<file path="src/rtl/key_conditioner_pkg.sv">
// Shared FSM state encoding and default timing for the push-button conditioner.
// Defaults assume the 50 MHz board clock.
package key_conditioner_pkg;

  typedef enum logic [1:0] {
    IDLE = 2'd0,
    HELD = 2'd1,
    LONG = 2'd2
  } key_state_e;

  localparam bit DEF_ACTIVE_LOW   = 1'b1;
  localparam int DEF_DEBOUNCE_CYC = 1_000_000;
  localparam int DEF_LONG_CYC     = 50_000_000;
  localparam int DEF_REPEAT_CYC   = 12_500_000;
  localparam int DEF_CNT_W        = 26;

endpackage

</file>
<file path="src/rtl/key_conditioner_debounce_filter.sv">
// Two-flop synchronizer followed by a consecutive-sample debounce filter.
// stable only changes after DEBOUNCE_CYC samples in a row disagree with it.
module debounce_filter
  import key_conditioner_pkg::*;
#(
  parameter bit ACTIVE_LOW   = DEF_ACTIVE_LOW,
  parameter int DEBOUNCE_CYC = DEF_DEBOUNCE_CYC,
  parameter int CNT_W        = DEF_CNT_W
) (
  input  logic iCLK_50,
  input  logic reset_n,
  input  logic key_raw,
  output logic stable
);

  localparam logic IDLE_PIN = ACTIVE_LOW;

  logic             sync1;
  logic             sync2;
  logic             key_s;
  logic [CNT_W-1:0] deb_cnt;

  // Reset to the released pin level so leaving reset never looks like a press.
  always_ff @(posedge iCLK_50 or negedge reset_n) begin
    if (!reset_n) begin
      sync1 <= IDLE_PIN;
      sync2 <= IDLE_PIN;
    end else begin
      sync1 <= key_raw;
      sync2 <= sync1;
    end
  end

  assign key_s = sync2 ^ IDLE_PIN;

  always_ff @(posedge iCLK_50 or negedge reset_n) begin
    if (!reset_n) begin
      deb_cnt <= '0;
      stable  <= 1'b0;
    end else if (key_s == stable) begin
      deb_cnt <= '0;
    end else if (deb_cnt == CNT_W'(DEBOUNCE_CYC - 1)) begin
      stable  <= key_s;
      deb_cnt <= '0;
    end else begin
      deb_cnt <= deb_cnt + CNT_W'(1);
    end
  end

endmodule

</file>
<file path="src/rtl/key_conditioner.sv">
// Push-button conditioner: debounced level plus press / short / long / repeat pulses.
// The classifier acts on edges of the debounced level, so a key held across iEN low stays silent.
module key_conditioner
  import key_conditioner_pkg::*;
#(
  parameter bit ACTIVE_LOW   = DEF_ACTIVE_LOW,
  parameter int DEBOUNCE_CYC = DEF_DEBOUNCE_CYC,
  parameter int LONG_CYC     = DEF_LONG_CYC,
  parameter int REPEAT_CYC   = DEF_REPEAT_CYC,
  parameter int CNT_W        = DEF_CNT_W
) (
  input  logic iCLK_50,
  input  logic reset_n,
  input  logic iKEY,
  input  logic iEN,
  output logic oLevel,
  output logic oPress,
  output logic oShort,
  output logic oLong,
  output logic oRepeat
);

  localparam logic [CNT_W-1:0] LONG_LAST   = CNT_W'(LONG_CYC - 1);
  localparam logic [CNT_W-1:0] REPEAT_LAST = CNT_W'(REPEAT_CYC - 1);

  key_state_e       state, state_nxt;
  logic [CNT_W-1:0] hold_cnt, hold_nxt;
  logic [CNT_W-1:0] rep_cnt, rep_nxt;
  logic             stable, stable_d;
  logic             rose, fell;
  logic             press_nxt, short_nxt, long_nxt, repeat_nxt;

  debounce_filter #(
    .ACTIVE_LOW  (ACTIVE_LOW),
    .DEBOUNCE_CYC(DEBOUNCE_CYC),
    .CNT_W       (CNT_W)
  ) u_debounce (
    .iCLK_50(iCLK_50),
    .reset_n(reset_n),
    .key_raw(iKEY),
    .stable (stable)
  );

  assign oLevel = stable;
  assign rose   = stable & ~stable_d;
  assign fell   = ~stable & stable_d;

  always_ff @(posedge iCLK_50 or negedge reset_n) begin
    if (!reset_n) begin
      state    <= IDLE;
      hold_cnt <= '0;
      rep_cnt  <= '0;
      stable_d <= 1'b0;
      oPress   <= 1'b0;
      oShort   <= 1'b0;
      oLong    <= 1'b0;
      oRepeat  <= 1'b0;
    end else begin
      state    <= state_nxt;
      hold_cnt <= hold_nxt;
      rep_cnt  <= rep_nxt;
      stable_d <= stable;
      oPress   <= press_nxt;
      oShort   <= short_nxt;
      oLong    <= long_nxt;
      oRepeat  <= repeat_nxt;
    end
  end

  // Release is tested before the long threshold so a same-cycle tie counts as a short press.
  always_comb begin
    state_nxt = state;
    hold_nxt  = hold_cnt;
    rep_nxt   = rep_cnt;
    if (!iEN) begin
      state_nxt = IDLE;
      hold_nxt  = '0;
      rep_nxt   = '0;
    end else begin
      case (state)
        IDLE: begin
          hold_nxt = '0;
          rep_nxt  = '0;
          if (rose) state_nxt = HELD;
        end
        HELD: begin
          if (fell) begin
            state_nxt = IDLE;
          end else if (hold_cnt == LONG_LAST) begin
            state_nxt = LONG;
            rep_nxt   = '0;
          end else begin
            hold_nxt = hold_cnt + CNT_W'(1);
          end
        end
        LONG: begin
          if (fell) state_nxt = IDLE;
          else if (rep_cnt == REPEAT_LAST) rep_nxt = '0;
          else rep_nxt = rep_cnt + CNT_W'(1);
        end
        default: state_nxt = IDLE;
      endcase
    end
  end

  always_comb begin
    press_nxt  = 1'b0;
    short_nxt  = 1'b0;
    long_nxt   = 1'b0;
    repeat_nxt = 1'b0;
    if (iEN) begin
      case (state)
        IDLE:    press_nxt = rose;
        HELD: begin
          short_nxt = fell;
          long_nxt  = ~fell && (hold_cnt == LONG_LAST);
        end
        LONG:    repeat_nxt = ~fell && (rep_cnt == REPEAT_LAST);
        default: press_nxt = 1'b0;
      endcase
    end
  end

endmodule

</file>
<file path="config.mk">
export PLATFORM = sky130hd
export DESIGN_NAME = key_conditioner
export DESIGN_NICKNAME = d
export VERILOG_FILES = /design/src/rtl/key_conditioner_pkg.sv /design/src/rtl/key_conditioner_debounce_filter.sv /design/src/rtl/key_conditioner.sv
export SDC_FILE = /design/constraint.sdc
export NUM_CORES = 1
export LEC_CHECK = 0
export CAP_MARGIN = 20
export CORE_MARGIN = 2
export CORE_UTILIZATION = 70
export CTS_BUF_LIST = sky130_fd_sc_hd__clkbuf_8
export DETAILED_ROUTE_END_ITERATION = 6
export DONT_BUFFER_PORTS = 1
export GPL_TIMING_DRIVEN = 0
export PLACE_DENSITY = 0.9
export SYNTH_ARGS = -nofsm -noshare
export SYNTH_HDL_FRONTEND = slang
export SYNTH_SLANG_ARGS = --single-unit
</file>
<file path="constraint.sdc">
create_clock -name iCLK_50 -period 5.1 [get_ports iCLK_50]
set_input_delay 1.02 -clock iCLK_50 [delete_from_list [all_inputs] [get_ports iCLK_50]]
set_output_delay 1.02 -clock iCLK_50 [all_outputs]
set_load 0.02 [all_outputs]
</file>
# ---- Word level (Yosys, flattened, before mapping)
# Cells that the tools add are included.
dict set report word_totals {
  output_inout_bits 5
  regBits 88
  inputBits 4
  wordCells 70
}
dict set report op_classes {
  add_sub_neg 3
  muxes 26
  n_eq_ne 15
  bitwise_logic 7
  n_reduce_logical 7
}
# op count
set op_table {}
lappend op_table {{26-bit two-way mux} 10}
lappend op_table {{26-bit by 1-bit adder with 26-bit output, second input constant} 3}
lappend op_table {{26-bit one-hot mux with 3 select lines} 1}
lappend op_table {{26-bit one-hot mux with 2 select lines} 1}
lappend op_table {{26-bit by 20-bit == test with 1-bit output, second input constant} 1}
lappend op_table {{26-bit by 24-bit == test with 1-bit output, second input constant} 1}
lappend op_table {{26-bit == test, second input constant} 1}
lappend op_table {{3-bit != test, second input constant} 6}
lappend op_table {{2-bit two-way mux} 5}
lappend op_table {{1-bit two-way mux} 8}
lappend op_table {{2-bit one-hot mux with 3 select lines} 1}
lappend op_table {{3-bit AND reduction} 2}
lappend op_table {{1-bit NOT} 5}
lappend op_table {{4-bit by 1-bit != test with 1-bit output, second input constant} 1}
lappend op_table {{4-bit != test, second input constant} 1}
lappend op_table {{4-bit AND reduction} 1}
lappend op_table {{3-bit by 1-bit != test with 1-bit output, second input constant} 1}
lappend op_table {{1-bit AND} 2}
lappend op_table {{2-bit by 1-bit == test with 1-bit output, second input constant} 1}
lappend op_table {{2-bit == test, second input constant} 1}
lappend op_table {{1-bit logical AND} 2}
lappend op_table {{2-bit logical NOT} 1}
lappend op_table {{2-bit AND reduction} 1}
lappend op_table {{1-bit == test} 1}

# ---- Longest topological paths before layout
# Gate-level depths: netlist of run 1.
dict set report logic_depth {
  ltp_word 6
  depth_mapped 8
  ltp_nobuf 7
}

# ---- By module
# From an unflattened synthesis of run 1, not the netlist that was laid out.
dict set report hier_totals {
  hier_cells 529
  hier_area_um2 4858.4
}
# module seq_area_each_um2 cells_each area_each_um2 n_inst
set by_module_without_submodules {}
lappend by_module_without_submodules {key_conditioner 1476.4 377 3355.7 1}
lappend by_module_without_submodules {debounce_filter 728.2 152 1502.7 1}

# ---- Worst setup path before layout of run 1
# No wires, ideal clock.
dict set report synth_path {
  path_kind {reg2reg}
  startpoint {register hold_cnt[16]}
  endpoint {register rep_cnt[7]}
  stages_incl_launch_ff 8
  required_ns 4.973
  t_arrival_ns 2.297
  n_path_buf 1
  path_slack_ns 2.675
  period_less_slack_ns 2.425
  setup_ns 0.127
  cell_sequence {dfrtp_1 -> or4_1 -> or4_4 -> o32ai_4 -> nor2_4 -> buf_6 -> o21ai_1 -> o31ai_1}
}
dict set report synth_via {
  elab_chain_len 3
}
# element line
set synth_rtl {}
lappend synth_rtl {{from (decl)} key_conditioner.sv:27} ;# logic [CNT_W-1:0] hold_cnt, hold_nxt;
lappend synth_rtl {{from (signal assigned)} key_conditioner.sv:60} ;# hold_cnt <= hold_nxt;
lappend synth_rtl {{26-bit == test} key_conditioner.sv:89} ;# end else if (hold_cnt == LONG_LAST) begin
lappend synth_rtl {{3-bit != test (no source line)} n/a}
lappend synth_rtl {{4-bit AND reduction (no source line)} n/a}
lappend synth_rtl {{to (signal assigned)} key_conditioner.sv:61} ;# rep_cnt <= rep_nxt;
lappend synth_rtl {{to (decl)} key_conditioner.sv:28} ;# logic [CNT_W-1:0] rep_cnt, rep_nxt;
# Every way passes these cells.
# A chain may end at the register's enable or synchronous reset.

# ---- Final worst setup path of run 1
dict set report layout_path {
  startpoint {register u_debounce.deb_cnt[2]}
  endpoint {register u_debounce.deb_cnt[15]}
}
dict set report layout_via {
  elab_chain_len 3
  word_cells_on_any_way 4
  classes_between {add/sub: 1; eq/ne: 1; mux: 2}
}
# element line
set layout_rtl {}
lappend layout_rtl {{from (decl)} key_conditioner_debounce_filter.sv:21} ;# logic [CNT_W-1:0] deb_cnt;
lappend layout_rtl {{from (signal assigned)} key_conditioner_debounce_filter.sv:46} ;# deb_cnt <= deb_cnt + CNT_W'(1);
lappend layout_rtl {{26-bit by 1-bit adder with 26-bit output / 26-bit by 20-bit == test with 1-bit output (equally long branches)} {key_conditioner_debounce_filter.sv:46, key_conditioner_debounce_filter.sv:42}}
lappend layout_rtl {{26-bit two-way mux (*)} key_conditioner_debounce_filter.sv:42} ;# end else if (deb_cnt == CNT_W'(DEBOUNCE_CYC - 1)) begin
lappend layout_rtl {{26-bit two-way mux (*)} key_conditioner_debounce_filter.sv:40} ;# end else if (key_s == stable) begin
# Mark *: on every way between the ends. The rest lies on a longest branch, timed or not.

==> results of run 1 <==
## worst paths after layout
kind	endpoint	start	cells after the start	slack (ns)
worst min-delay path	u_debounce.deb_cnt[2]	reset_n	0	0.34
worst max-delay path	u_debounce.deb_cnt[15]	u_debounce.deb_cnt[2]	8	2.38
max in group asynchronous	u_debounce.sync1	reset_n	0	4.56
min in group iCLK_50	u_debounce.sync2	u_debounce.sync1	0	0.37
worst min register to register	u_debounce.sync2	u_debounce.sync1	0	0.37
worst max register to register	u_debounce.deb_cnt[15]	u_debounce.deb_cnt[2]	8	2.38
## synth_stat cells (7+ instances only)
| library cell | number | area share |
|---|---|---|
| o31ai_1 | 7 | 0.012 |
| o21ai_0 | 19 | 0.021 |
| nor2_1 | 61 | 0.050 |
| xnor2_1 | 22 | 0.042 |
| nor3_1 | 19 | 0.021 |
| inv_1 | 19 | 0.016 |
| and3_1 | 13 | 0.018 |
| nor4_1 | 10 | 0.014 |
| nand2_1 | 28 | 0.023 |
| or3_1 | 14 | 0.019 |
| xor2_1 | 18 | 0.035 |
| a21oi_1 | 16 | 0.018 |
| dfrtp_1 | 86 | 0.47 |
| nand3_1 | 36 | 0.040 |
| nand4_1 | 23 | 0.032 |
| clkbuf_1 | 11 | 0.0091 |
| o21ai_1 | 17 | 0.019 |
## flip-flops by register name (all words and copies together), names as in the netlist
register and flops:
u_debounce.sync2 1, oPress 1, oShort 1, oRepeat 1
rep_cnt 26, u_debounce.sync1 1, hold_cnt 26, oLong 1
u_debounce.stable 1, stable_d 1, state 2, u_debounce.deb_cnt 26
## worst register-to-register path, stage by stage (launching register included)
cell and delay (ns):
dfrtp_1 0.41, and4_1 0.20, clkbuf_1 0.20, nand3_1 0.21, nor4_1 0.55, or2_2 0.20
clkbuf_1 0.31, clkbuf_1 0.41, nor2_1 0.11
## final cells by class
cell class	count	area share
inverters	19	0.0146
clock buffers	10	0.0282
well taps	77	0.0197
flip-flops and latches	88	0.451
plain buffers	14	0.0154
multi-input cells	366	0.452
clock inverters	6	0.0187
## routing by layer
metal  track usage  wire length, um
met5             0                0
met4        0.0823              178
met3        0.0777              706
met2         0.460             4830
met1         0.406             4350
## through the flow
stage	power [mW]	hold slack, ns
global placement	0.726	0.351
global route	1.29	0.316
CTS	1.27	0.328
finish	1.26	0.340
detailed placement	0.727	0.355
floorplan	0.724	0.345
## power by group
group / internal, mW / switching (mW)
combinational: 0.00300 / 0.00576
sequential: 0.700 / 0.00345
clock: 0.292 / 0.255
## kinds of logic after synthesis
| group | share of synthesized area |
|---|---|
| xor+xnor | 0.0768 |
| compound gates | 0.111 |
| flops | 0.484 |
| buf+inv | 0.0321 |
| simple gates | 0.279 |
| mux | 0.00878 |
| fa+ha+maj | 0.00823 |
==> impl_metrics.ini, run 1 <==
[outcome]
run_status = finished clean

[setup_path]
cp_slowest_cell = nor4_1
endpoint_kind_of_the_worst_setup_timing_path = flip-flop
startpoint_type = flip-flop
cp_cell_sequence = and4_1, clkbuf_1, nand3_1, nor4_1, or2_2, clkbuf_1, clkbuf_1, nor2_1
critical_path.max_fanout = 10
slowest_delay_ns = 0.55
crit_top_cell = clkbuf_1
crit_path_buffers_inverters = 3
timing.critical_path.arrival_ns = 2.96
cp.required_ns = 5.33
gate_family_responsible_for_the_most_delay_along_the_worst_path = simple AND/OR/NAND/NOR gates
worstSetupPathType = reg2reg

[sta]
final-max-slew-violation-count = 0
setup_slack_ns = 2.38
min_period_over_period = 0.534
max-slew-margin-rel = 0.246
max_clock_freq_mhz = 367
hold_violations = 0
final_period_minus_worst_setup_slack_ns = 2.72
setup_viol = 0
grt_setup_unrepaired = no
fin_clk_skew_ns = 0.0138
setup_total_negative_slack_ns = 0
worst_slew_pin_slew_ns = 1.12

[grt]
globalRouteOverflowTotal = 0
grt_pass1_vias = 3642
first_pass_grt_wire_length_um = 16900
global_route.usage.total = 0.292
antenna_found_initial = 0
grt_max_degree = 89

[die]
design.core.area_um2 = 6310
die_area_um2 = 7170
die_width_um = 84.7
initial_cell_density_of_the_core = 0.722
num_rows = 29
die_y_um = 84.7
num_io_pins = 9

[routing]
drtPass1Iterations = 5
drt_wl_total_um = 10100
drc = 0
wl_per_cell_um = 17.4
vias = 3897
initialDrtViolationCount = 404
post_drt_via_cell_ratio = 6.72
antenna_violating_nets_post_route = 0

[synth]
synth.lib_cells_used.distinct = 50
synth.ff_latch_count = 88
synth_cells = 487
syn_std_cell_area_um2 = 4560
syn_avg_cell_area_um2 = 9.36
synth_sequential_area_ratio = 0.484
postSynth.asyncResetShare = 1.00
synth_enable_flop_cells = 0
synth.net_count = 494
dominantRegCellSynth = dfrtp_1
yosysWarnings = 0

[clocking]
ctsHoldBuffers = 0
h_tree_levels = 3
setup_fix_bufs_post_cts = 0
ctsLongestPathBuffers = 2
numCtsBuffers = 9
clkLatencyLatePin_ns = 0.37
numClockSinks = 88
cts.reportedPaths.clkPinSlew_ns = 0.09
cts_repair_resize_count = 0
cts.root.buffer_cell = clkbuf_8
cts_tree = yes

[finish]
final_design_area_no_fill_um2 = 4880
sequential_cell_area_um2 = 2200
area.growth.synth_to_final_pct = 7.13
n_antenna_cell = 0
multi_input_area_um2 = 2210
layout.core_utilization = 0.774
final_cell_count_no_fill = 580
filler_cell_count = 376
design.final.nets = 505
final_common_cell = dfrtp_1
drive_gt1_frac = 0.0716
mostFrequentLayoutCells = dfrtp_1 (86), nor2_1 (61), nand3_1 (36)

[pwr]
peakVddDrop_mv = 0.286
p_per_area_nw_per_um2 = 258
cellLeakagePower_nw = 1.97

[placed_design]
dp_cell_count = 564
port_buffers = 0
dp.final_hpwl_um = 6690
preCtsSetupSlack_ns = 2.46
detailed_place.area_um2 = 4660
globalplace.congestion = 0.872

[worst_hold_path]
holdCritPathClass = in2async

[run]
timing.max_cap.violations = 0
Note: power is estimated with default switching activity, not from simulation.
==> run 2, diff against run 1 <==
--- a/config.mk
+++ b/config.mk
@@ -7,12 +7,12 @@
 export LEC_CHECK = 0
 export CAP_MARGIN = 20
 export CORE_MARGIN = 2
-export CORE_UTILIZATION = 70
+export CORE_UTILIZATION = 60
 export CTS_BUF_LIST = sky130_fd_sc_hd__clkbuf_8
 export DETAILED_ROUTE_END_ITERATION = 6
 export DONT_BUFFER_PORTS = 1
 export GPL_TIMING_DRIVEN = 0
-export PLACE_DENSITY = 0.9
+export PLACE_DENSITY = 0.83
 export SYNTH_ARGS = -nofsm -noshare
 export SYNTH_HDL_FRONTEND = slang
 export SYNTH_SLANG_ARGS = --single-unit
==> constraint.sdc (replaced) <==
create_clock -name iCLK_50 -period 2.4 [get_ports iCLK_50]
set_input_delay 0.48 -clock iCLK_50 [delete_from_list [all_inputs] [get_ports iCLK_50]]
set_output_delay 0.48 -clock iCLK_50 [all_outputs]
set_load 0.02 [all_outputs]
==> impl_metrics.ini, run 2 (synthesis results as in run 1) <==
[outcome]
run_status = complete, but fails checks
failed_checks = hold timing, setup timing

[grt]
antenna_found_initial = 0
grt_max_degree = 89
globalRouteMet1Util = 0.368
grtUsageMet3 = 0.0664
gr-usage-met2 = 0.430
top_usage_layer = met2
globalRouteOverflowTotal = 0
first_pass_grt_wire_length_um = 18000
grt_pass1_vias = 3717
global_route.usage.total = 0.268

[die]
die_area_um2 = 8310
die_y_um = 91.2
num_io_pins = 9
num_rows = 31
die_width_um = 91.2
initial_cell_density_of_the_core = 0.625
design.core.area_um2 = 7290

[routing]
vias = 3935
wl_per_cell_um = 18.1
post_drt_via_cell_ratio = 6.38
drtPass1Iterations = 5
drc = 0
antenna_violating_nets_post_route = 0
drt_wl_total_um = 11200
initialDrtViolationCount = 314

[setup_path]
cp.required_ns = 2.67
endpoint_kind_of_the_worst_setup_timing_path = flip-flop
crit_top_cell = or4_4
slowest_delay_ns = 0.60
cp_slowest_cell = or4_4
cp_cell_sequence = or4_4, or4_4, o31a_4, nor2_4, buf_6, o21ai_2, o31ai_2
startpoint_type = flip-flop
critical_path.max_fanout = 8
r2r_setup_slack_ns = -0.15
worstSetupPathType = reg2reg
worstRegToRegCells = 7
timing.critical_path.arrival_ns = 2.82

[sta]
fin_hold_ws_ns = -0.206
hold_violations = 88
worst_slew_pin_slew_ns = 1.09
max_clock_freq_mhz = 392
grt_setup_unrepaired = yes
final_period_minus_worst_setup_slack_ns = 2.55
final-max-slew-violation-count = 0
fin_clk_skew_ns = 0.0170
setup_viol = 38
max-slew-margin-rel = 0.268
setup_slack_ns = -0.151
min_period_over_period = 1.06

[clocking]
numCtsBuffers = 9
cts.reportedPaths.clkPinSlew_ns = 0.10
clkLatencyLatePin_ns = 0.37
numClockSinks = 88
cts.root.buffer_cell = clkbuf_8
h_tree_levels = 3
ctsLongestPathBuffers = 2
cts_tree = yes

[placed_design]
detailed_place.area_um2 = 4680
globalplace.congestion = 0.919
port_buffers = 0
dp_cell_count = 586
dp.final_hpwl_um = 6630
preCtsSetupSlack_ns = -0.275

[pwr]
clockPowerShare = 0.381
p_per_area_nw_per_um2 = 464
total_power_mw = 2.44
cellLeakagePower_nw = 2.11
seq_power_share = 0.612
combPwrFrac = 0.008
total_switching_power_uw = 574
peakVddDrop_mv = 0.344
switching_share = 0.235
internal_power_mw = 1.87

[finish]
mostFrequentLayoutCells = dfrtp_1 (84), nor2_1 (60), nand3_1 (33)
largestRegisters = hold_cnt: 26 flops, rep_cnt: 26 flops, u_debounce.deb_cnt: 26 flops
final_cell_count_no_fill = 617
area.growth.synth_to_final_pct = 15.6
final_design_area_no_fill_um2 = 5270
drive_gt1_frac = 0.207
final_common_cell = dfrtp_1
design.final.nets = 520
n_antenna_cell = 0

[worst_hold_path]
holdCritPathClass = in2async

[run]
timing.max_cap.violations = 0
run 2: timing repair:
item / in CTS / in global routing
pin swaps: 15 / 17
gates cloned: 3 / 0
endpoints found under the setup margin: 73 / 57
hold endpoints to repair: 88 / 88
buffers inserted: 9 / 5
gates resized for setup: 39 / 47
run 2: area by class of cell:
cell class                 instances  area [um^2]
sequential                        88         2210
multi-input combinational        366         2460
timing repair buffer              16          164
clock buffer                       9          124
tap                               99          124
inverter                          19         71.3
fill                             506         2020
clock inverter                     7         46.3
buffer                            13         76.3
run 2: power groups by stage:
stage / Clock, mW / Combinational (mW) / Sequential [mW]
after floorplan: 0 / 0.0140 / 1.52
after global placement: 0 / 0.0173 / 1.53
after detailed placement: 0 / 0.0177 / 1.53
after CTS: 0.929 / 0.0179 / 1.50
after global routing: 1.00 / 0.0209 / 1.50
final: 0.931 / 0.0184 / 1.50
run 2: worst paths after layout:
check                                               to             start
worst max-delay path                      hold_cnt[12]      hold_cnt[16]
worst min-delay path            u_debounce.deb_cnt[18]           reset_n
worst max register to register            hold_cnt[12]      hold_cnt[16]
worst min register to register        u_debounce.sync2  u_debounce.sync1
max in group asynchronous             u_debounce.sync1           reset_n
min in group iCLK_50                  u_debounce.sync1              iKEY
run 2: critical path, delay by kind of cell, from the launching register on:
| kind | cells | cell delay, ns |
|---|---|---|
| simple gates | 3 | 1.29 |
| buf+inv | 1 | 0.17 |
| compound gates | 3 | 0.54 |
| flops | 1 | 0.44 |
run 2: routing by layer:
layer	vias up	wire length [um]	share of wire
met3	31	647	0.058
li1	1800	-	-
met2	169	5590	0.50
met5	-	0	0
met4	0	307	0.027
met1	1935	4650	0.42
run 2: metrics by stage:
step	hold slack, ns	util	setup TNS (ns)
floorplan	0.184	-	0
global placement	0.186	0.642	-7.88
finish	-0.206	0.723	-2.05
detailed placement	0.187	0.642	-10.87
global route	-0.231	0.723	-4.49
CTS	-0.206	0.695	-3.12
==> run 3, diff against run 2 <==
--- a/config.mk
+++ b/config.mk
@@ -6,13 +6,15 @@
 export NUM_CORES = 1
 export LEC_CHECK = 0
 export CAP_MARGIN = 20
+export CELL_PAD_IN_SITES_DETAIL_PLACEMENT = 1
+export CELL_PAD_IN_SITES_GLOBAL_PLACEMENT = 1
 export CORE_MARGIN = 2
-export CORE_UTILIZATION = 60
+export CORE_UTILIZATION = 46
 export CTS_BUF_LIST = sky130_fd_sc_hd__clkbuf_8
 export DETAILED_ROUTE_END_ITERATION = 6
-export DONT_BUFFER_PORTS = 1
 export GPL_TIMING_DRIVEN = 0
 export PLACE_DENSITY = 0.83
 export SYNTH_ARGS = -nofsm -noshare
 export SYNTH_HDL_FRONTEND = slang
+export SYNTH_HIERARCHICAL = 1
 export SYNTH_SLANG_ARGS = --single-unit
==> impl_metrics.ini, run 3 <==
[outcome]
run_status = finished clean

[setup_path]
crit_path_buffers_inverters = 3
gate_family_responsible_for_the_most_delay_along_the_worst_path = buffers and inverters
cp.required_ns = 2.68
path_depth = 8
cp_slowest_cell = clkdlybuf4s50_1
timing.rr.end = u_debounce/deb_cnt[5]
startpoint_type = input port
cp_cell_sequence = clkdlybuf4s50_1, nor2b_1, nand2_2, a21oi_4, clkbuf_4, clkbuf_4, nand2_1, a31oi_1
critical_path.max_fanout = 10
timing.critical_path.to = rep_cnt[13]
slowest_delay_ns = 0.54
worstRegToRegCells = 6
r2r_setup_slack_ns = 0.15
timing.critical_path.arrival_ns = 2.55
endpoint_kind_of_the_worst_setup_timing_path = flip-flop
setup.worst_path.start = iEN
crit_top_cell = clkbuf_4
worstSetupPathType = in2reg
source_of_the_worst_register_to_register_timing_path = u_debounce/deb_cnt[6]

[sta]
fin_clk_skew_ns = 0.0152
worst_slew_pin_slew_ns = 0.655
hold_violations = 0
setup_viol = 0
final_period_minus_worst_setup_slack_ns = 2.27
final-max-slew-violation-count = 0
max-slew-margin-rel = 0.559
min_period_over_period = 0.946
max_clock_freq_mhz = 440

[synth]
synth_largest_type_area_fraction = 0.443
synth_commonest_cells = dfrtp_1 (86), nand2_1 (54), a31oi_1 (38), nand3_1 (31)
synth_top_cells_by_area = dfrtp_1 (44%), a31oi_1 (4.9%), nand2_1 (4.2%)
netlist.top_cell.by_area = dfrtp_1
synth.lib_cells_used.distinct = 55
synth.ff_latch_count = 88
dominantRegCellSynth = dfrtp_1
synth_sequential_area_ratio = 0.454
syn_avg_cell_area_um2 = 9.18
synth.net_count = 537
synth_cells = 529
yosysWarnings = 6
post-synth-top-count-cell = dfrtp_1
synth_enable_flop_cells = 0
postSynth.asyncResetShare = 1.00
syn_std_cell_area_um2 = 4860

[routing]
drt_wl_total_um = 13200
drtPass1Iterations = 4
vias = 4377
antenna_violating_nets_post_route = 0
post_drt_via_cell_ratio = 6.33
initialDrtViolationCount = 210
drc = 0
wl_per_cell_um = 19.1

[clocking]
cts_tree = yes
numCtsBuffers = 9
cts.root.buffer_cell = clkbuf_8
ctsLongestPathBuffers = 2
cts.reportedPaths.clkPinSlew_ns = 0.09
numClockSinks = 88
h_tree_levels = 3
ctsHoldBuffers = 0
clkLatencyLatePin_ns = 0.37

[pwr]
total_switching_power_uw = 587
p_per_area_nw_per_um2 = 484
internal_power_mw = 2.03
clockPowerShare = 0.404
peakVddDrop_mv = 0.382
cellLeakagePower_nw = 2.04
seq_power_share = 0.571
combPwrFrac = 0.025
total_power_mw = 2.62
switching_share = 0.224

[finish]
drive_gt1_frac = 0.119
mostFrequentLayoutCells = dfrtp_1 (85), nand2_1 (53), a31oi_1 (38)
design.final.nets = 558
sequential_cell_area_um2 = 2210
n_antenna_cell = 0
largestRegisters = hold_cnt: 26 flops, rep_cnt: 26 flops, u_debounce/deb_cnt: 26 flops
area.growth.synth_to_final_pct = 11.5
final_common_cell = dfrtp_1
multi_input_area_um2 = 2550
layout.core_utilization = 0.527
filler_cell_count = 1195

[grt]
first_pass_grt_wire_length_um = 22200
globalRouteOverflowTotal = 0
grt_pass1_vias = 4511
antenna_found_initial = 0
grt_max_degree = 51
global_route.usage.total = 0.243

[placed_design]
port_buffers = 8
dp.final_hpwl_um = 9270
globalplace.congestion = 0.841

[die]
num_rows = 37
num_io_pins = 9
die_y_um = 107
die_area_um2 = 11400
design.core.area_um2 = 10300
die_width_um = 107
initial_cell_density_of_the_core = 0.473

[run]
timing.max_cap.violations = 0

[worst_hold_path]
holdCritPathClass = in2async
==> run 3: power by group through the flow <==
stage | logic, mW | clock network, mW | registers, mW
2_1_floorplan | 0.0174 | 0 | 1.52
3_3_place_gp | 0.0579 | 0 | 1.53
3_5_place_dp | 0.0652 | 0 | 1.53
4_1_cts | 0.0662 | 1.10 | 1.50
5_1_grt | 0.0734 | 1.14 | 1.50
6_report | 0.0643 | 1.06 | 1.50
==> run 3: per-layer routing <==
metal	global-route usage	routed length [um]	vias up
met3	0.0444	513	13
met4	0.0835	157	0
li1	-	-	2056
met5	0	0	-
met1	0.325	6110	2234
met2	0.399	6400	74
==> run 3: per-stage QoR <==
| step | hold WS (ns) | std cells | setup slack (ns) | setup TNS (ns) | cell area [um^2] |
|---|---|---|---|---|---|
| 6_report | 0.0859 | 691 | 0.129 | 0 | 5420 |
| 5_1_grt | 0.111 | 691 | -0.0179 | -0.0179 | 5420 |
| 4_1_cts | 0.0905 | 690 | 0.00196 | 0 | 5360 |
| 3_5_place_dp | 0.350 | 674 | -0.543 | -11.34 | 5130 |
| 3_3_place_gp | 0.350 | 673 | -2.39 | -217.45 | 5110 |
| 2_1_floorplan | 0.184 | 529 | 0.394 | 0 | 4860 |
==> run 3: what timing repair did <==
| item | 4_1_cts | 5_1_grt |
|---|---|---|
| buffers inserted | 0 | 1 |
| pin swaps | 0 | 2 |
| resized for setup | 5 | 25 |
| setup endpoints to repair | 38 | 72 |
==> run 3: cell type report <==
type	instances	area share
multi-input cells	407	0.472
flip-flops and latches	88	0.407
well taps	136	0.0314
clock buffers	11	0.0280
plain buffers	23	0.0243
repair buffers	10	0.0208
clock inverters	5	0.00901
inverters	11	0.00762
==> run 3: logic make-up after synthesis <==
kind of cell,Yosys count,synth area share
and+or+nand+nor,248,0.295
DFF,88,0.454
xor gates and xnor gates,13,0.0234
muxes,4,0.00824
AOI/OAI and AO/OA,138,0.177
buffers and inverters,34,0.0322
adders and majority gates,4,0.0103
==> run 3: worst register-to-register path, cell delays in order, from the launching register on <==
cell      delay [ns]
dfrtp_1         0.36
clkbuf_1        0.22
nor4_1          0.44
nand4_1         0.25
o31ai_4         0.43
clkbuf_2        0.35
nor2_1          0.09
==> run 3: worst min-delay path by stage <==
stage | start | endpoint | slack (ns)
after floorplan | reset_n | hold_cnt[0] | 0.18
after global placement | u_debounce/sync1 | u_debounce/sync2 | 0.35
after detailed placement | u_debounce/sync1 | u_debounce/sync2 | 0.35
after CTS | reset_n | hold_cnt[9] | 0.09
after global routing | reset_n | hold_cnt[1] | 0.11
final | reset_n | hold_cnt[1] | 0.09
